File: src/rtl/ddr_pkg.sv
// Shared types and encodings for the DDR host front end: address/data
// types, host request codes, burst-length codes and the queued entry.
package ddr_pkg;

  localparam int HOST_ADDR_W = 32;
  localparam int BURST_BEATS = 8;
  localparam int DATA_W      = 512;

  typedef logic [HOST_ADDR_W-1:0] host_address;
  typedef logic [DATA_W-1:0]      write_data;

  // Host request encodings; anything not READ/WRITE is treated as NOP.
  localparam logic [2:0] REQ_NOP   = 3'b000;
  localparam logic [2:0] REQ_READ  = 3'b001;
  localparam logic [2:0] REQ_WRITE = 3'b010;

  // Burst-length mode field encodings.
  localparam logic [2:0] BL_BL8 = 3'd0;
  localparam logic [2:0] BL_BC4 = 3'd1;

  // One request-queue entry.
  typedef struct packed {
    logic [2:0]  req;
    host_address addr;
    write_data   data;
  } req_entry_t;

  // Mode-register fields, kept together so live and pending copies match.
  typedef struct packed {
    logic [2:0] cl;
    logic [1:0] al;
    logic [2:0] bl;
    logic [2:0] cwl;
    logic       rd_pre;
    logic       wr_pre;
  } mode_cfg_t;

  function automatic logic is_rw(input logic [2:0] r);
    return (r == REQ_READ) || (r == REQ_WRITE);
  endfunction

  // Index of the final beat of a burst: BC4 stops after beat 3, all
  // other BL codes run the full eight beats.
  function automatic logic [2:0] last_beat_idx(input logic [2:0] bl);
    return (bl == BL_BC4) ? 3'd3 : 3'd7;
  endfunction

endpackage

File: src/rtl/ddr_req_fifo.sv
// Request queue: power-of-two depth, wrapping pointers carrying one extra
// MSB so full and empty are distinguishable without a separate counter.
module ddr_req_fifo import ddr_pkg::*; #(
  parameter int  QDEPTH  = 4,
  parameter type entry_t = req_entry_t
) (
  input  logic                    clk,
  input  logic                    rst,
  input  logic                    push,
  input  logic                    pop,
  input  entry_t                  push_data,
  output entry_t                  head,
  output logic                    empty,
  output logic                    full,
  output logic [$clog2(QDEPTH):0] count
);

  localparam int PTR_W = $clog2(QDEPTH);

  entry_t           mem [QDEPTH];
  logic [PTR_W:0]   wr_ptr;
  logic [PTR_W:0]   rd_ptr;

  assign empty = (wr_ptr == rd_ptr);
  assign full  = (wr_ptr[PTR_W] != rd_ptr[PTR_W]) &&
                 (wr_ptr[PTR_W-1:0] == rd_ptr[PTR_W-1:0]);
  assign count = wr_ptr - rd_ptr;
  assign head  = mem[rd_ptr[PTR_W-1:0]];

  // Advance pointers; callers only push when there is room and pop when non-empty.
  always_ff @(posedge clk or posedge rst) begin
    if (rst) begin
      wr_ptr <= '0;
      rd_ptr <= '0;
    end else begin
      if (push) wr_ptr <= wr_ptr + 1'b1;
      if (pop)  rd_ptr <= rd_ptr + 1'b1;
    end
  end

  // Storage array; contents are don't-care until written, so no reset.
  always_ff @(posedge clk) begin
    if (push) mem[wr_ptr[PTR_W-1:0]] <= push_data;
  end

endmodule

File: src/rtl/ddr_host_frontend.sv
// DDR host front end: queues host READ/WRITE requests toward the memory
// controller, holds the mode-register copy (deferring updates until the
// datapath is idle) and assembles DIMM read beats into whole bursts.
//
// Handshake: the queue head is offered on cmd_valid/cmd_type/cmd_addr/
// cmd_wdata; a transfer happens on a rising CK_t where cmd_valid && cmd_rdy.
// While cmd_valid && !cmd_rdy the head fields hold steady. cmd_valid never
// depends on cmd_rdy.
module ddr_host_frontend import ddr_pkg::*; #(
  parameter int QDEPTH = 4,
  parameter int BEAT_W = 64
) (
  input  logic                     CK_t,
  input  logic                     reset,
  input  logic [2:0]               request,
  input  logic [HOST_ADDR_W-1:0]   log_addr,
  input  logic [DATA_W-1:0]        wr_data,
  input  logic [2:0]               CL,
  input  logic [2:0]               BL,
  input  logic [2:0]               CWL,
  input  logic [1:0]               AL,
  input  logic                     RD_PRE,
  input  logic                     WR_PRE,
  input  logic                     mrs_update,
  output logic                     busy,
  output logic                     overflow,
  output logic                     cmd_valid,
  input  logic                     cmd_rdy,
  output logic [2:0]               cmd_type,
  output logic [HOST_ADDR_W-1:0]   cmd_addr,
  output logic [DATA_W-1:0]        cmd_wdata,
  output logic [2:0]               cfg_CL,
  output logic [1:0]               cfg_AL,
  output logic [2:0]               cfg_BL,
  output logic [2:0]               cfg_CWL,
  output logic                     cfg_RD_PRE,
  output logic                     cfg_WR_PRE,
  output logic                     mrs_apply,
  input  logic [BEAT_W-1:0]        dimm_data,
  input  logic                     dimm_rd_valid,
  output logic [8*BEAT_W-1:0]      rd_data,
  output logic                     rd_start,
  output logic [1:0]               rd_state
);

  localparam logic [1:0] R_IDLE    = 2'd0;
  localparam logic [1:0] R_COLLECT = 2'd1;
  localparam logic [1:0] R_DONE    = 2'd2;

  localparam int              CNT_W    = $clog2(QDEPTH) + 1;
  localparam logic [CNT_W-1:0] FULL_CNT = CNT_W'(QDEPTH);
  localparam int              OUT_W    = $clog2(QDEPTH + 1);
  localparam logic [OUT_W-1:0] OUT_MAX  = OUT_W'(QDEPTH);

  // ---------------- request queue ----------------
  req_entry_t       fifo_in;
  req_entry_t       fifo_head;
  logic             fifo_empty;
  logic             fifo_full;
  logic [CNT_W-1:0] fifo_count;
  logic [CNT_W-1:0] fifo_count_d;
  logic             req_rw;
  logic             push;
  logic             pop;
  logic             drop;
  logic             mrs_pending;
  logic             mrs_pending_d;

  assign fifo_in = '{req: request, addr: log_addr, data: wr_data};
  assign req_rw  = is_rw(request);
  assign pop     = cmd_valid && cmd_rdy;
  // A full queue still accepts when the head leaves in the same cycle.
  assign push    = req_rw && !mrs_pending && (!fifo_full || pop);
  assign drop    = req_rw && !push;
  assign fifo_count_d = fifo_count + CNT_W'(push) - CNT_W'(pop);

  ddr_req_fifo #(
    .QDEPTH  (QDEPTH),
    .entry_t (req_entry_t)
  ) u_fifo (
    .clk       (CK_t),
    .rst       (reset),
    .push      (push),
    .pop       (pop),
    .push_data (fifo_in),
    .head      (fifo_head),
    .empty     (fifo_empty),
    .full      (fifo_full),
    .count     (fifo_count)
  );

  assign cmd_valid = !fifo_empty;
  assign cmd_type  = fifo_head.req;
  assign cmd_addr  = fifo_head.addr;
  assign cmd_wdata = fifo_head.data;

  // Busy reflects the queue/config state that this edge establishes.
  always_ff @(posedge CK_t or posedge reset) begin
    if (reset) busy <= 1'b0;
    else       busy <= (fifo_count_d == FULL_CNT) || mrs_pending_d;
  end

  // Sticky flag for any READ/WRITE that could not be queued.
  always_ff @(posedge CK_t or posedge reset) begin
    if (reset)     overflow <= 1'b0;
    else if (drop) overflow <= 1'b1;
  end

  // ---------------- outstanding reads ----------------
  logic [OUT_W-1:0] outstanding;
  logic             rd_pop;

  assign rd_pop = pop && (fifo_head.req == REQ_READ);

  // Reads issued but not yet returned; saturates at the queue depth.
  always_ff @(posedge CK_t or posedge reset) begin
    if (reset) begin
      outstanding <= '0;
    end else if (rd_pop && !rd_start) begin
      if (outstanding != OUT_MAX) outstanding <= outstanding + 1'b1;
    end else if (!rd_pop && rd_start) begin
      if (outstanding != '0) outstanding <= outstanding - 1'b1;
    end
  end

  // ---------------- read assembly ----------------
  logic [1:0]          rd_state_q;
  logic [1:0]          rd_state_d;
  logic [2:0]          beat_cnt;
  logic [8*BEAT_W-1:0] asm_q;
  logic [8*BEAT_W-1:0] asm_next;
  logic                beat_ok;
  logic                last_beat;
  mode_cfg_t           cfg_q;

  // Beats are only meaningful while a read is owed and no burst is being handed off.
  assign beat_ok   = dimm_rd_valid && (outstanding != '0) && (rd_state_q != R_DONE);
  assign last_beat = (beat_cnt == last_beat_idx(cfg_q.bl));
  assign rd_start  = (rd_state_q == R_DONE);
  assign rd_state  = rd_state_q;

  // Next burst image: a fresh burst starts from zero so BC4 leaves beats 4-7 clear.
  always_comb begin
    asm_next = (rd_state_q == R_IDLE) ? '0 : asm_q;
    asm_next[beat_cnt*BEAT_W +: BEAT_W] = dimm_data;
  end

  // Read-assembly next state.
  always_comb begin
    rd_state_d = rd_state_q;
    case (rd_state_q)
      R_IDLE:    if (beat_ok) rd_state_d = R_COLLECT;
      R_COLLECT: if (beat_ok && last_beat) rd_state_d = R_DONE;
      R_DONE:    rd_state_d = R_IDLE;
      default:   rd_state_d = R_IDLE;
    endcase
  end

  // State register.
  always_ff @(posedge CK_t or posedge reset) begin
    if (reset) rd_state_q <= R_IDLE;
    else       rd_state_q <= rd_state_d;
  end

  // Beat capture; rd_data is loaded with the finished burst as R_DONE begins.
  always_ff @(posedge CK_t or posedge reset) begin
    if (reset) begin
      beat_cnt <= '0;
      asm_q    <= '0;
      rd_data  <= '0;
    end else if (beat_ok) begin
      asm_q <= asm_next;
      if (rd_state_d == R_DONE) begin
        beat_cnt <= '0;
        rd_data  <= asm_next;
      end else begin
        beat_cnt <= beat_cnt + 1'b1;
      end
    end
  end

  // ---------------- mode registers ----------------
  mode_cfg_t mode_in;
  mode_cfg_t pend_q;
  logic      dp_idle;
  logic      apply_now;
  logic      apply_pend;

  assign mode_in = '{cl: CL, al: AL, bl: BL, cwl: CWL, rd_pre: RD_PRE, wr_pre: WR_PRE};
  // Config may only change with nothing queued, owed or mid-burst.
  assign dp_idle    = fifo_empty && (outstanding == '0) && (rd_state_q == R_IDLE);
  assign apply_now  = mrs_update && dp_idle;
  assign apply_pend = !mrs_update && mrs_pending && dp_idle;

  // Pending flag next value: set by a deferred update, cleared when applied.
  always_comb begin
    mrs_pending_d = mrs_pending;
    if (mrs_update)      mrs_pending_d = !dp_idle;
    else if (apply_pend) mrs_pending_d = 1'b0;
  end

  // Live and pending config, with the one-cycle applied pulse.
  always_ff @(posedge CK_t or posedge reset) begin
    if (reset) begin
      cfg_q       <= '0;
      pend_q      <= '0;
      mrs_pending <= 1'b0;
      mrs_apply   <= 1'b0;
    end else begin
      mrs_pending <= mrs_pending_d;
      mrs_apply   <= apply_now || apply_pend;
      if (apply_now)       cfg_q  <= mode_in;
      else if (apply_pend) cfg_q  <= pend_q;
      if (mrs_update && !dp_idle) pend_q <= mode_in;
    end
  end

  assign cfg_CL     = cfg_q.cl;
  assign cfg_AL     = cfg_q.al;
  assign cfg_BL     = cfg_q.bl;
  assign cfg_CWL    = cfg_q.cwl;
  assign cfg_RD_PRE = cfg_q.rd_pre;
  assign cfg_WR_PRE = cfg_q.wr_pre;

endmodule

File: config.mk
export PLATFORM = sky130hd
export DESIGN_NAME = ddr_host_frontend
export DESIGN_NICKNAME = d
export VERILOG_FILES = /design/src/rtl/ddr_pkg.sv /design/src/rtl/ddr_req_fifo.sv /design/src/rtl/ddr_host_frontend.sv
export SDC_FILE = /design/constraint.sdc
export NUM_CORES = 2
export LEC_CHECK = 0
export BUFFER_PORTS_ARGS = -buffer_cell sky130_fd_sc_hd__buf_2
export CAP_MARGIN = 20
export CORE_AREA = 2 2 663 665
export DETAILED_ROUTE_END_ITERATION = 12
export DIE_AREA = 0 0 665 667
export PLACE_DENSITY = 0.49
export SYNTH_ARGS = -nofsm -noshare
export SYNTH_HDL_FRONTEND = slang
export SYNTH_SLANG_ARGS = --single-unit
File: constraint.sdc
create_clock -name CK_t -period 51.1 [get_ports CK_t]
set_clock_uncertainty 0.15 [all_clocks]
set_input_delay 0 -clock CK_t [delete_from_list [all_inputs] [get_ports CK_t]]
set_output_delay 0 -clock CK_t [all_outputs]
set_load 0.02 [all_outputs]
======== Word-level counts from Yosys, hierarchy flattened ========
Memories as Yosys holds them, arrays and structs flattened.
Cells that the tools add are included.
word-level totals
  memories ................................ 1
  input bits .............................. 629
  output and inout port bits .............. 1,079
  flip-flop bits (word level) ............. 1,068
  RAM bits ................................ 2,188
memory list
  memory      depth  bits a word  rd ports  clocked after memory_dff  wr ports  line                RTL
  u_fifo.mem  4      547          1         0                         1         ddr_req_fifo.sv:20  entry_t mem [QDEPTH];
cells by class
  eq/ne operators ......................... 15
  muxes and demuxes ....................... 17
  reduce and logical (&&, ||, !) cells .... 37
  add/sub/neg operators ................... 9
  shift operators ......................... 2
operators with widths
  cell                                                     count
  bitwise mux 512 bit                                      1
  2-to-1 mux 512 bit                                       1
  variable shift 64 x 34 -> 512 bit, first input constant  1
  indexed part select 64 x 34 -> 512 bit                   1
  negator 9 -> 34 bit                                      1
  2-to-1 mux 13 bit                                        2
  2-to-1 mux 3 bit                                         6
  logical AND 1 bit                                        17
  adder 3 x 1 -> 3 bit, second input constant              4
  == test 3 x 1 -> 1 bit, second input constant            3
  logical NOT 1 bit                                        8
  == test 3 bit                                            2
  nonzero test 2 bit                                       3
  == test 2 bit, second input constant                     2
  logical OR 1 bit                                         4
  2-to-1 mux 1 bit                                         4
  2-to-1 mux 2 bit                                         2
  one-hot mux 2 bit (2 select lines)                       1
  adder 3 x 1 -> 3 bit                                     1
  == test 3 x 2 -> 1 bit, second input constant            1
  == test 3 bit, second input constant                     1
  logical NOT 3 bit                                        1
  inequality test 3 bit, second input constant             1
  AND reduction 3 bit                                      1
  other kinds (11)                                         11

======== Logic depth before layout (Yosys ltp) ========
  depth in word-level cells ............... 9
  depth in mapped cells ................... 13
  depth with buffers taken out ............ 11

======== Hierarchy ========
Synthesis repeated with hierarchy kept, for this count alone.
second synthesis, totals
  cell total of the unflattened synthesis .. 6,648
  area, all modules ....................... 127,029.3 um2
by module, submodules not included
  module             sequential area each (um2)  times used  cells each  area each (um2)
  ddr_req_fifo       65,853.2                    1           2,895       79,872.9
  ddr_host_frontend  26,575.5                    1           3,753       47,156.5

======== Worst setup path before layout ========
No wires, ideal clock.
  kind .................................... reg-to-reg
  start ................................... reg u_fifo.rd_ptr[1]
  end ..................................... mem u_fifo.mem[3][0] (netlist name) (enable)
  stages on the path, launching flop included .. 5
  arrival ................................. 13.306 ns
  library setup time ...................... 0.990 ns
  slack ................................... 36.654 ns
  path through ............................ dfrtp_1 buf_2 xnor2_1 nand4b_1 and3_1
between the ends
  word-level cells in the longest chain between the ends .. 7
  elaborated cells between the ends (all ways) .. 10
RTL lines
  element                                                        line                                              RTL
  from (decl)                                                    ddr_req_fifo.sv:22                                logic [PTR_W:0] rd_ptr;
  from (signal assigned)                                         ddr_req_fifo.sv:37                                if (pop) rd_ptr <= rd_ptr + 1'b1;
  == test 3 bit / == test 2 bit (equally long branches)          ddr_req_fifo.sv:24, ddr_req_fifo.sv:26
  logical NOT 1 bit / logical AND 1 bit (equally long branches)  ddr_host_frontend.sv:92, ddr_req_fifo.sv:25
  logical AND 1 bit / logical NOT 1 bit (equally long branches)  ddr_host_frontend.sv:71, ddr_host_frontend.sv:73
  logical OR 1 bit (*)                                           ddr_host_frontend.sv:73                           assign push = req_rw && !mrs_pending && (!fifo_full || pop);
  logical AND 1 bit (*)                                          ddr_host_frontend.sv:73
  2-to-1 mux 1 bit (*)                                           ddr_req_fifo.sv:43                                if (push) mem[wr_ptr[PTR_W-1:0]] <= push_data;
  2-to-1 mux 1 bit (not written as such) (*)                     ddr_req_fifo.sv:43
  to (decl)                                                      ddr_req_fifo.sv:20
Mark *: on every way between the ends. The rest lies on a longest branch, timed or not.

======== Worst setup path after layout ========
  start ................................... reg u_fifo.rd_ptr[1]
  end ..................................... out cmd_wdata[336]
between the ends
  word-level cells in the longest chain between the ends .. 1
RTL lines
  element               line                     RTL
  memory (4 x 547 bit)  n/a
  to (decl)             ddr_host_frontend.sv:31  output logic [DATA_W-1:0] cmd_wdata,
Every way passes these cells.

==> impl_metrics.ini <==
[critical_path]
crit_fanout = 65
worstSetupPathType = reg -> out
cp.buffers_inverters = 8
rrSetupSlack_ns = 43.94
cp.arrival_ns = 8.11
reg2reg_depth = 8
cp_slowest_cell = buf_4
cp.required_ns = 50.95
crit_chain = buf_4 -> buf_4 -> buf_4 -> buf_4 -> buf_4 -> buf_4 -> buf_4 -> mux4_2 -> buf_2
slowest_delay_ns = 0.92
cp.depth = 9
path_common_cell = buf_4
crit_family = buffers and inverters
worst_setup_path_end_kind = output port
start_kind = flip-flop

[synthesis]
syn-num-nets = 7066
yosysWarnings = 0
synth-seq-area-share = 0.741
syn_avg_cell_area_um2 = 19.4
ys_ff_latch = 3256
synthFlopType = edfxtp_1
synth_edf_count = 2188
synth_async_sr_flop_share = 0.328
synthTopCellsByArea = edfxtp_1 53%, dfrtp_1 21%, mux4_2 9.9%
syn_area_um2 = 125000
synth_largest_area_cell = edfxtp_1
synth.distinct_cells = 53
synthDominantCellAreaShare = 0.527
syn_inst = 6420

[global_route]
grt_pass1_wl_um = 650000
grt_overflow = 0
antenna_found_initial = 217
gr-usage-all-layers = 0.208
grt_max_degree = 132
grt_pass1_vias = 78800

[floorplanning]
core_area_um2 = 437000
die_w_um = 665
die_y_um = 667
start_util = 0.286
rows = 243
io_pins = 1708
dieArea_um2 = 444000

[finish]
final_layout_size_suffix_gt1_frac = 0.359
final_cell_area_um2 = 164000
final_cell_mix = 2188 x edfxtp_1, 1707 x buf_2, 1235 x dlygate4sd3_1, 1066 x dfrtp_1, 633 x a22o_1
nNetsFinal = 10000
layout_commonest_cell = edfxtp_1
area_delta_synth_final_pct = 31.6

[detailed_routing]
vias = 76400
drc = 0
drtIter0Drc = 6578
drtAntennaViolNets = 0
viasPerCell = 4.92
wl_per_cell_um = 30.8
routed_wl_um = 477000
drt_pass1_iterations = 5

[sta]
slew_headroom = 0.186
layout_min_cycle_time_ns = 8.26
worst_pin_slew_ns = 1.22
finalMaxSlewViolations = 0
finalSetupViolations = 0
final-hold-violation-count = 0
timing.fmax_mhz = 121
rsz0062_at_grt = no
setup_tns_ns = 0
min_period_over_period = 0.162

[placed_design]
dp_hpwl_um = 327000
place.gp.congestion = 0.859
port_buffers = 1707
dpl-instance-area_um2 = 139000

[power]
pwr-share-seq = 0.369
pwr-share-clk = 0.287
ir_drop_mv = 0.0469
p_int_mw = 5.87
p_sw_mw = 3.31
combPwrFrac = 0.344
switching_share = 0.361
pwr_density_cell_nw_per_um2 = 55.9
leakagePower_nw = 64.8

[clock_tree]
clk_pin_slew_ns = 0.06
cts_max_level = 5
clock-root-buffer = clkbuf_16
clockBufferDepth = 4
cts_inserted_buffers = 363
clock-sinks = 3256
cts_tree = done
clk_latency_ns = 0.93
cts_resized = 0

[status]
status = complete, no violations

[hold_path]
hold_path.class = in -> reg
whs_path_depth = 3

[run]
max_cap_viol_count = 0
## power by group through the flow
stage / Combinational (mW) / Sequential, mW / Clock, mW
5_1_grt: 3.33 / 3.43 / 2.79
6_report: 3.16 / 3.39 / 2.63
3_3_place_gp: 3.10 / 3.42 / 0
3_5_place_dp: 3.11 / 3.43 / 0
4_1_cts: 3.21 / 3.39 / 2.69
2_1_floorplan: 1.68 / 3.57 / 0
## final cells by class
class,count,area [µm²]
Antenna cell,104,260
Clock buffer,482,9910
Clock inverter,175,2030
Fill cell,40800,273000
Inverter,78,300
Multi-Input combinational cell,2596,30000
Sequential cell,3256,92400
Tap cell,5757,7200
Timing Repair Buffer,3063,22000
## timing repair
item,CTS,global route
hold buffers,1235,0
endpoints found under the hold margin,3663,0
buffers inserted,0,0
## cell usage after synthesis, drive strengths merged, types with 14 or more instances
library cell and n:
nand3 70, o31ai 14, mux2i 192, clkbuf 206, nor2 17, buf 284
ha 14, dfrtp 1068, a22o 633, o21ai 74, o2bb2ai 128, mux4 547
edfxtp 2188, mux2 527, inv 78, nand2 284
## routing by layer
layer  part of all wire  wire length, µm  track usage
met1               0.36           172000        0.233
met2               0.51           243000        0.367
met3              0.077            36700       0.0599
met4              0.053            25400       0.0953
met5            0.00067              322            0
## flip-flops by register name, indices dropped and copies added (netlist names), 2 cells and up
signal and cells:
asm_q 512, beat_cnt 3, cfg_AL 2, cfg_BL 3, cfg_CL 3, cfg_CWL 3
outstanding 3, pend_q 13, rd_data 512, rd_state 2, u_fifo.mem 2188, u_fifo.rd_ptr 3
u_fifo.wr_ptr 3
## path summary, 6_finish.rpt
| check | start | to |
|---|---|---|
| max in group asynchronous | reset | rd_data[413] |
| min reg2reg | overflow | overflow |
| max | u_fifo.rd_ptr[1] | cmd_wdata[336] |
| min in group asynchronous | reset | rd_data[451] |
| min | dimm_data[55] | asm_q[503] |
| max reg2reg | u_fifo.rd_ptr[0] | u_fifo.mem[1][367] |
## tightest hold or removal path, cell delays in order
cell and delay, ns:
dlygate4sd3_1 0.53, buf_2 0.29, a22o_1 0.28
## metrics by stage
step	util	hold WS, ns	worst slack (ns)	cells	total power, mW
5_1_grt	0.376	0.0301	42.45	15500	9.55
3_5_place_dp	0.319	0.0648	43.64	13500	6.54
4_1_cts	0.375	0.00206	42.59	15400	9.29
2_1_floorplan	-	-0.0511	20.89	6420	5.25
3_3_place_gp	0.319	0.0583	43.64	13500	6.52
6_report	0.376	0.0846	42.84	15500	9.18
## logic make-up (layout without fill, tap and decap cells)
| family | after synthesis | after routing | share of synthesized area |
|---|---|---|---|
| buf+inv | 568 | 3798 | 0.0202 |
| xor+xnor | 12 | 12 | 0.000843 |
| mux | 1266 | 1266 | 0.162 |
| flops | 3256 | 3256 | 0.741 |
| compound gates | 882 | 882 | 0.0595 |
| simple gates | 419 | 419 | 0.0145 |
| fa+ha+maj | 17 | 17 | 0.00189 |
| other cells | 0 | 104 | 0 |
No activity file was read; power rests on OpenSTA's default activity.
